===== config.mk =====
export PLATFORM = sky130hd
export DESIGN_NAME = mac_unit_vert_seq
export DESIGN_NICKNAME = d
export VERILOG_FILES = /design/src/rtl/mac_vert_pkg.sv /design/src/rtl/mac_vert_group_psum.sv /design/src/rtl/mac_unit_vert_seq.sv
export SDC_FILE = /design/constraint.sdc
export NUM_CORES = 2
export LEC_CHECK = 0
export BUFFER_PORTS_ARGS = -buffer_cell sky130_fd_sc_hd__buf_2
export CAP_MARGIN = 0
export CORE_MARGIN = 8
export CORE_UTILIZATION = 50
export DETAILED_ROUTE_END_ITERATION = 10
export HOLD_SLACK_MARGIN = 0.12
export PLACE_DENSITY = 0.68
export SLEW_MARGIN = 0
export SYNTH_ARGS = -nofsm -noshare
export SYNTH_HDL_FRONTEND = slang
export SYNTH_HIERARCHICAL = 1
export SYNTH_SLANG_ARGS = --single-unit

===== constraint.sdc =====
create_clock -name clk -period 17.55 [get_ports clk]
set_input_delay 0.8775 -clock clk [delete_from_list [all_inputs] [get_ports clk]]
set_output_delay 0.8775 -clock clk [all_outputs]
set_load 0.02 [all_outputs]

===== src/rtl/mac_vert_pkg.sv =====
`default_nettype none
// +----------------------------------------------------------------------+
// | mac_vert_pkg                                                          |
// | FSM state encoding and derived-width helpers for mac_unit_vert_seq.   |
// | Revision: 1.0                                                         |
// +----------------------------------------------------------------------+
package mac_vert_pkg;

    typedef logic [2:0] state_t;

    localparam state_t ST_IDLE  = 3'd0;
    localparam state_t ST_LOAD  = 3'd1;
    localparam state_t ST_RUN   = 3'd2;
    localparam state_t ST_DRAIN = 3'd3;
    localparam state_t ST_DONE  = 3'd4;

    function automatic int col_w(input int max_cols);
        return $clog2(max_cols) + 1;
    endfunction

    // Selector width: one extra bit so the value N (out of range) encodes "zero".
    function automatic int sel_w(input int n);
        return $clog2(n) + 1;
    endfunction

    // Wide enough for sum_act - psum with a full group of extreme activations.
    function automatic int part_w(input int data_width, input int group_size);
        return data_width + $clog2(group_size) + 2;
    endfunction

endpackage
`default_nettype wire


===== src/rtl/mac_vert_group_psum.sv =====
`default_nettype none
// +----------------------------------------------------------------------+
// | mac_vert_group_psum                                                   |
// | Per-group activation muxes, adder tree and skip-zero partial select.  |
// | Revision: 1.0                                                         |
// +----------------------------------------------------------------------+
module mac_vert_group_psum
    import mac_vert_pkg::*;
#(
    parameter int DATA_WIDTH    = 8,
    parameter int GROUP_SIZE    = 8,
    parameter int SEL_PER_GROUP = GROUP_SIZE / 2,
    parameter int SEL_W         = sel_w(GROUP_SIZE),
    parameter int PART_W        = part_w(DATA_WIDTH, GROUP_SIZE)
) (
    input  logic [GROUP_SIZE-1:0][DATA_WIDTH-1:0] act,
    input  logic [SEL_PER_GROUP-1:0][SEL_W-1:0]   sel,
    input  logic                                  skip_zero,
    input  logic signed [PART_W-1:0]              sum_act,
    output logic signed [PART_W-1:0]              grp_sum,
    output logic signed [PART_W-1:0]              part
);

    logic signed [PART_W-1:0] w_pick [SEL_PER_GROUP];
    logic signed [PART_W-1:0] w_psum;

    generate
        for (genvar k = 0; k < SEL_PER_GROUP; k++) begin : g_mux
            logic [DATA_WIDTH-1:0] w_a;
            // MSB set means sel >= GROUP_SIZE, which contributes zero
            assign w_a       = act[sel[k][SEL_W-2:0]];
            assign w_pick[k] = sel[k][SEL_W-1] ? '0
                             : {{(PART_W-DATA_WIDTH){w_a[DATA_WIDTH-1]}}, w_a};
        end
    endgenerate

    always_comb begin
        w_psum  = '0;
        grp_sum = '0;
        for (int k = 0; k < SEL_PER_GROUP; k++) begin
            w_psum = w_psum + w_pick[k];
        end
        for (int i = 0; i < GROUP_SIZE; i++) begin
            grp_sum = grp_sum + {{(PART_W-DATA_WIDTH){act[i][DATA_WIDTH-1]}}, act[i]};
        end
        part = skip_zero ? w_psum : (sum_act - w_psum);
    end

endmodule
`default_nettype wire


===== src/rtl/mac_unit_vert_seq.sv =====
`default_nettype none
// +----------------------------------------------------------------------+
// | mac_unit_vert_seq                                                     |
// | Bit-serial (vertical) MAC: one weight bit-column per handshake.       |
// | Revision: 1.0                                                         |
// +----------------------------------------------------------------------+
module mac_unit_vert_seq
    import mac_vert_pkg::*;
#(
    parameter int DATA_WIDTH   = 8,
    parameter int VEC_LENGTH   = 16,
    parameter int GROUP_SIZE   = 8,
    parameter int MAX_COLS     = 8,
    parameter int ACC_WIDTH    = DATA_WIDTH + 16,
    parameter int RESULT_WIDTH = 2 * DATA_WIDTH
) (
    input  logic                                                   clk,
    input  logic                                                   reset,
    input  logic                                                   start_valid,
    output logic                                                   start_ready,
    input  logic [VEC_LENGTH-1:0][DATA_WIDTH-1:0]                  act,
    input  logic [col_w(MAX_COLS)-1:0]                             num_cols,
    input  logic                                                   load_accum,
    input  logic                                                   is_pooling,
    input  logic signed [RESULT_WIDTH-1:0]                         result_prev,
    input  logic                                                   col_valid,
    output logic                                                   col_ready,
    input  logic [(VEC_LENGTH/GROUP_SIZE)*(GROUP_SIZE/2)-1:0][sel_w(GROUP_SIZE)-1:0] act_sel,
    input  logic [(VEC_LENGTH/GROUP_SIZE)-1:0]                     is_skip_zero,
    input  logic [sel_w(VEC_LENGTH)-1:0]                           hamming_sel,
    input  logic                                                   hamming_sign,
    input  logic [2:0]                                             mul_const,
    input  logic                                                   is_shift_mul,
    output logic                                                   out_valid,
    input  logic                                                   out_ready,
    output logic signed [RESULT_WIDTH-1:0]                         result
);

    localparam int NUM_GROUPS    = VEC_LENGTH / GROUP_SIZE;
    localparam int SEL_PER_GROUP = GROUP_SIZE / 2;
    localparam int COL_W         = col_w(MAX_COLS);
    localparam int SEL_W         = sel_w(GROUP_SIZE);
    localparam int HSEL_W        = sel_w(VEC_LENGTH);
    localparam int PART_W        = part_w(DATA_WIDTH, GROUP_SIZE);

    localparam logic [COL_W-1:0] C_MAX_COLS = COL_W'(MAX_COLS);
    localparam logic signed [ACC_WIDTH-1:0] C_SAT_MAX =
        {{(ACC_WIDTH-RESULT_WIDTH+1){1'b0}}, {(RESULT_WIDTH-1){1'b1}}};
    localparam logic signed [ACC_WIDTH-1:0] C_SAT_MIN =
        {{(ACC_WIDTH-RESULT_WIDTH+1){1'b1}}, {(RESULT_WIDTH-1){1'b0}}};

    state_t                                   r_state;
    logic [VEC_LENGTH-1:0][DATA_WIDTH-1:0]    r_act;
    logic [COL_W-1:0]                         r_ncols;
    logic [COL_W-1:0]                         r_cnt;
    logic                                     r_pool;
    logic signed [RESULT_WIDTH-1:0]           r_prev;
    logic signed [ACC_WIDTH-1:0]              r_acc;
    logic signed [PART_W-1:0]                 r_sum_act [NUM_GROUPS];
    logic signed [ACC_WIDTH-1:0]              r_total;
    logic                                     r_s1_valid;
    logic signed [ACC_WIDTH-1:0]              r_main;
    logic signed [ACC_WIDTH-1:0]              r_special;
    logic                                     r_drain;
    logic signed [RESULT_WIDTH-1:0]           r_result;

    logic signed [PART_W-1:0]                 w_part    [NUM_GROUPS];
    logic signed [PART_W-1:0]                 w_grp_sum [NUM_GROUPS];
    logic                                     w_col_fire;
    logic                                     w_last;
    logic signed [ACC_WIDTH-1:0]              w_main_sum;
    logic signed [ACC_WIDTH-1:0]              w_main_term;
    logic signed [ACC_WIDTH-1:0]              w_total;
    logic signed [ACC_WIDTH-1:0]              w_mulc;
    logic signed [ACC_WIDTH-1:0]              w_prod;
    logic signed [ACC_WIDTH-1:0]              w_hact;
    logic signed [ACC_WIDTH-1:0]              w_spec_raw;
    logic signed [ACC_WIDTH-1:0]              w_spec_term;
    logic [DATA_WIDTH-1:0]                    w_hsel_act;
    logic signed [RESULT_WIDTH-1:0]           w_sat;
    logic signed [RESULT_WIDTH-1:0]           w_final;

    generate
        for (genvar g = 0; g < NUM_GROUPS; g++) begin : g_grp
            mac_vert_group_psum #(
                .DATA_WIDTH    (DATA_WIDTH),
                .GROUP_SIZE    (GROUP_SIZE),
                .SEL_PER_GROUP (SEL_PER_GROUP),
                .SEL_W         (SEL_W),
                .PART_W        (PART_W)
            ) u_psum (
                .act       (r_act[g*GROUP_SIZE +: GROUP_SIZE]),
                .sel       (act_sel[g*SEL_PER_GROUP +: SEL_PER_GROUP]),
                .skip_zero (is_skip_zero[g]),
                .sum_act   (r_sum_act[g]),
                .grp_sum   (w_grp_sum[g]),
                .part      (w_part[g])
            );
        end
    endgenerate

    assign w_col_fire = (r_state == ST_RUN) && col_valid;
    assign w_last     = (r_cnt == (r_ncols - 1'b1));
    assign w_hsel_act = r_act[hamming_sel[HSEL_W-2:0]];

    always_comb begin
        w_main_sum = '0;
        w_total    = '0;
        for (int g = 0; g < NUM_GROUPS; g++) begin
            w_main_sum = w_main_sum + {{(ACC_WIDTH-PART_W){w_part[g][PART_W-1]}}, w_part[g]};
            w_total    = w_total + {{(ACC_WIDTH-PART_W){w_grp_sum[g][PART_W-1]}}, w_grp_sum[g]};
        end
        // The most significant weight column carries negative weight (two's complement).
        w_main_term = (w_last ? -w_main_sum : w_main_sum) <<< r_cnt;

        w_mulc      = {{(ACC_WIDTH-3){1'b0}}, mul_const};
        w_prod      = r_total * w_mulc;
        w_hact      = hamming_sel[HSEL_W-1] ? '0
                    : {{(ACC_WIDTH-DATA_WIDTH){w_hsel_act[DATA_WIDTH-1]}}, w_hsel_act};
        w_spec_raw  = (is_shift_mul ? (w_prod <<< 3) : w_prod) + w_hact;
        w_spec_term = (hamming_sign ? -w_spec_raw : w_spec_raw) <<< r_cnt;

        if (r_acc > C_SAT_MAX) begin
            w_sat = C_SAT_MAX[RESULT_WIDTH-1:0];
        end else if (r_acc < C_SAT_MIN) begin
            w_sat = C_SAT_MIN[RESULT_WIDTH-1:0];
        end else begin
            w_sat = r_acc[RESULT_WIDTH-1:0];
        end
        w_final = (r_pool && (r_prev > w_sat)) ? r_prev : w_sat;
    end

    always_ff @(posedge clk) begin
        if (reset) begin
            r_state    <= ST_IDLE;
            r_act      <= '0;
            r_ncols    <= '0;
            r_cnt      <= '0;
            r_pool     <= 1'b0;
            r_prev     <= '0;
            r_acc      <= '0;
            r_total    <= '0;
            r_s1_valid <= 1'b0;
            r_main     <= '0;
            r_special  <= '0;
            r_drain    <= 1'b0;
            r_result   <= '0;
            for (int g = 0; g < NUM_GROUPS; g++) begin
                r_sum_act[g] <= '0;
            end
        end else begin
            r_s1_valid <= w_col_fire;
            if (w_col_fire) begin
                r_main    <= w_main_term;
                r_special <= w_spec_term;
            end
            if (r_s1_valid) begin
                r_acc <= r_acc + r_main + r_special;
            end

            case (r_state)
                ST_IDLE: begin
                    if (start_valid) begin
                        r_act   <= act;
                        r_ncols <= (num_cols > C_MAX_COLS) ? C_MAX_COLS : num_cols;
                        r_pool  <= is_pooling;
                        r_prev  <= result_prev;
                        r_acc   <= load_accum
                                 ? {{(ACC_WIDTH-RESULT_WIDTH){result_prev[RESULT_WIDTH-1]}}, result_prev}
                                 : '0;
                        r_cnt   <= '0;
                        r_state <= ST_LOAD;
                    end
                end
                ST_LOAD: begin
                    for (int g = 0; g < NUM_GROUPS; g++) begin
                        r_sum_act[g] <= w_grp_sum[g];
                    end
                    r_total <= w_total;
                    if (r_ncols == '0) begin
                        r_result <= w_final;
                        r_state  <= ST_DONE;
                    end else begin
                        r_state  <= ST_RUN;
                    end
                end
                ST_RUN: begin
                    if (col_valid) begin
                        r_cnt <= r_cnt + 1'b1;
                        if (w_last) begin
                            r_drain <= 1'b0;
                            r_state <= ST_DRAIN;
                        end
                    end
                end
                ST_DRAIN: begin
                    // Second drain cycle: the final column has reached the accumulator.
                    if (r_drain) begin
                        r_result <= w_final;
                        r_state  <= ST_DONE;
                    end else begin
                        r_drain  <= 1'b1;
                    end
                end
                ST_DONE: begin
                    if (out_ready) begin
                        r_state <= ST_IDLE;
                    end
                end
                default: r_state <= ST_IDLE;
            endcase
        end
    end

    assign start_ready = (r_state == ST_IDLE);
    assign col_ready   = (r_state == ST_RUN);
    assign out_valid   = (r_state == ST_DONE);
    assign result      = r_result;

endmodule
`default_nettype wire


==> impl_metrics.yaml <==
status:
  status: "complete, no violations"
setup_path:
  critPathTopFamily: "adder cells"
  critPathBufInv: 1
  critPathMaxStageDelay_ns: 0.68
  crit_type: "primary input to flip-flop"
  crit_arrival_ns: 9.64
  crit_slowest_cell: "o311ai_0"
  crit_required_ns: 17.99
  path_max_fanout: 16
  cp-end-kind: "flip-flop"
  cp-start-kind: "primary input"
finish:
  drive_gt1_frac: 0.162
  diodes: 0
  num-nets-final: 4272
  final_common_cell: "nand2_1"
  mostFrequentLayoutCells: "462 x nand2_1, 342 x inv_1, 305 x a21oi_1"
  area_growth_pct: 7.95
  utilization: 0.545
grt:
  grt.total_usage: 0.245
  antenna_found_initial: 2
  grt_pass1_vias: 26400
  overflow: 0
  grt_max_degree: 95
  grt_pass1_wl_um: 143000
logic_synthesis:
  yosysUniqueCellTypes: 122
  synth.net_count: 4212
  yosysSeqAreaShare: 0.189
  syn-cell-area_mm2: 0.0317
  ys_seq_elements: 286
  syn_area_per_cell_um2: 8.70
  synth_warnings: 6
  syn_inst: 3647
  synth_edf_count: 26
  async_reset_ff_frac: 0
  ys.flop_type: "dfxtp_1"
timing:
  skew_ns: 0.0319
  rsz0062_at_grt: "no"
  fin_crit_sh: 0.524
  slew_headroom: 0.162
  fin_crit_ns: 9.20
  hold_slack_ns: 0.457
  setup_viol_count_final: 0
  drv_slew: 0
  setup_tns_ns: 0
  worstMarginPinSlew_ns: 1.25
  hold_violations: 0
  max_freq_mhz: 109
routing:
  drt-total-wl_um: 89700
  drtIter0Drc: 2271
  viasPerCell: 5.95
  drc_errors: 0
  ant_nets: 0
  via_count: 27200
  wl_per_cell_um: 19.6
  drtPass1Iterations: 5
clock_tree:
  cts_tree: "built"
  htreeDepth: 2
  clock_sinks: 286
  post_cts_resized: 0
  clk_pin_slew_worst_paths_ns: 0.06
  clk_latency_ns: 0.55
  cts_max_path_buffers: 3
  cts_root_buffer: "clkbuf_16"
  cts_made_buffers: 35
  postCtsHoldBufs: 0
  post_cts_buffers: 0
floorplan:
  die_h_um: 268
  core_area_mm2: 0.0629
  die-area_mm2: 0.0717
  die_w_um: 268
  rows: 92
  io_pins: 218
  initial_core_util: 0.505
job:
  cap_violations: 0
min_path:
  worstHoldPathType: "flip-flop to flip-flop"
placement:
  port_buffers: 217
  gp_congestion: 0.939
  dpl.hpwl_um: 69400
power:
  ir_drop_uv: 126
  leakagePower_uw: 0.0147
  p_per_area_mw_per_mm2: 128
-- registers in the layout, summed over array words and instances (netlist names), 4 cells and up --
name / flops
r_cnt: 4
r_total: 14
r_prev: 16
r_acc: 24
r_special: 24
r_main: 24
r_act: 128
r_sum_act: 26
r_ncols: 4
result: 16
-- layer usage --
layer | vias up | part of all wire | GRT usage
met2 | 969 | 0.46 | 0.396
met4 | 4 | 0.039 | 0.0899
met1 | 13000 | 0.43 | 0.331
li1 | 13100 | - | -
met3 | 169 | 0.069 | 0.0390
met5 | - | 0.00027 | 0
-- cells in the mapped netlist (all sizes together), types with 17 or more instances --
library cell,n,area [um^2]
a211o,17,150
a211oi,31,238
a21o,44,342
a21oi,306,1540
a31oi,42,263
and2,47,295
and3,47,299
buf,38,170
clkbuf,176,792
dfxtp,260,5200
edfxtp,26,781
fa,181,3620
ha,185,2310
inv,343,1290
mux2,20,225
mux2i,133,1330
mux4,169,3810
nand2,463,1740
nand2b,30,188
nand3,69,355
nand4,19,119
nor2,214,803
nor2b,39,246
nor3,71,377
o211ai,35,283
o21a,18,135
o21ai,158,798
o31ai,17,146
or2,46,288
or3,20,131
xnor2,85,752
xor2,43,395
-- report_power, final --
part | switching (uW) | leakage (uW) | internal [uW]
Sequential | 84.7 | 0.00240 | 717
Clock | 293 | 0.000568 | 440
Combinational | 1670 | 0.0118 | 1170
-- final timing paths --
| check | start | endpoint | slack (ns) | cells after the start |
|---|---|---|---|---|
| hold / removal | r_special[0]$_SDFFE_PP0P_ | r_special[0]$_SDFFE_PP0P_ | 0.46 | 2 |
| setup / recovery | act_sel[4] | r_main[22]$_SDFFE_PP0P_ | 8.35 | 32 |
| hold reg to reg | r_special[0]$_SDFFE_PP0P_ | r_special[0]$_SDFFE_PP0P_ | 0.46 | 2 |
| setup reg to reg | r_act[8]$_SDFFE_PP0P_ | r_main[22]$_SDFFE_PP0P_ | 8.74 | 32 |
-- final cells by class --
class                   count  area (um^2)
multi-input cells        2801        23500
clock inverters            11          118
well taps                 846         1060
clock buffers              51         1040
fillers                  5937        28600
flip-flops and latches    286         5990
inverters                 346         1300
repair buffers            237         1240
-- worst min-delay path, cell delays in order (launching register included) --
cell and delay, ns:
dfxtp_1 0.31, nand2_1 0.05, a21oi_1 0.05
-- cells by family (layout without fill, tap and decap cells) --
group                      after synthesis  in the layout  synth area share
and+or+nand+nor                       1126           1126             0.169
AOI/OAI and AO/OA                      852            852             0.176
DFF                                    286            286             0.189
muxes                                  322            322             0.169
buffers and inverters                  560            645            0.0713
xor gates and xnor gates               128            128            0.0362
adders and majority gates              373            373             0.190
-- metrics by stage --
step	instance area, um^2	std cells	power (uW)	worst slack (ns)
floorplan	31700	3647	2950	8.11
global placement	33100	4516	3580	7.90
detailed placement	33100	4516	3610	7.81
CTS	34200	4578	4360	8.36
global route	34200	4578	4740	7.55
finish	34200	4578	4380	8.35
No activity file was read; power rests on OpenSTA's default activity.
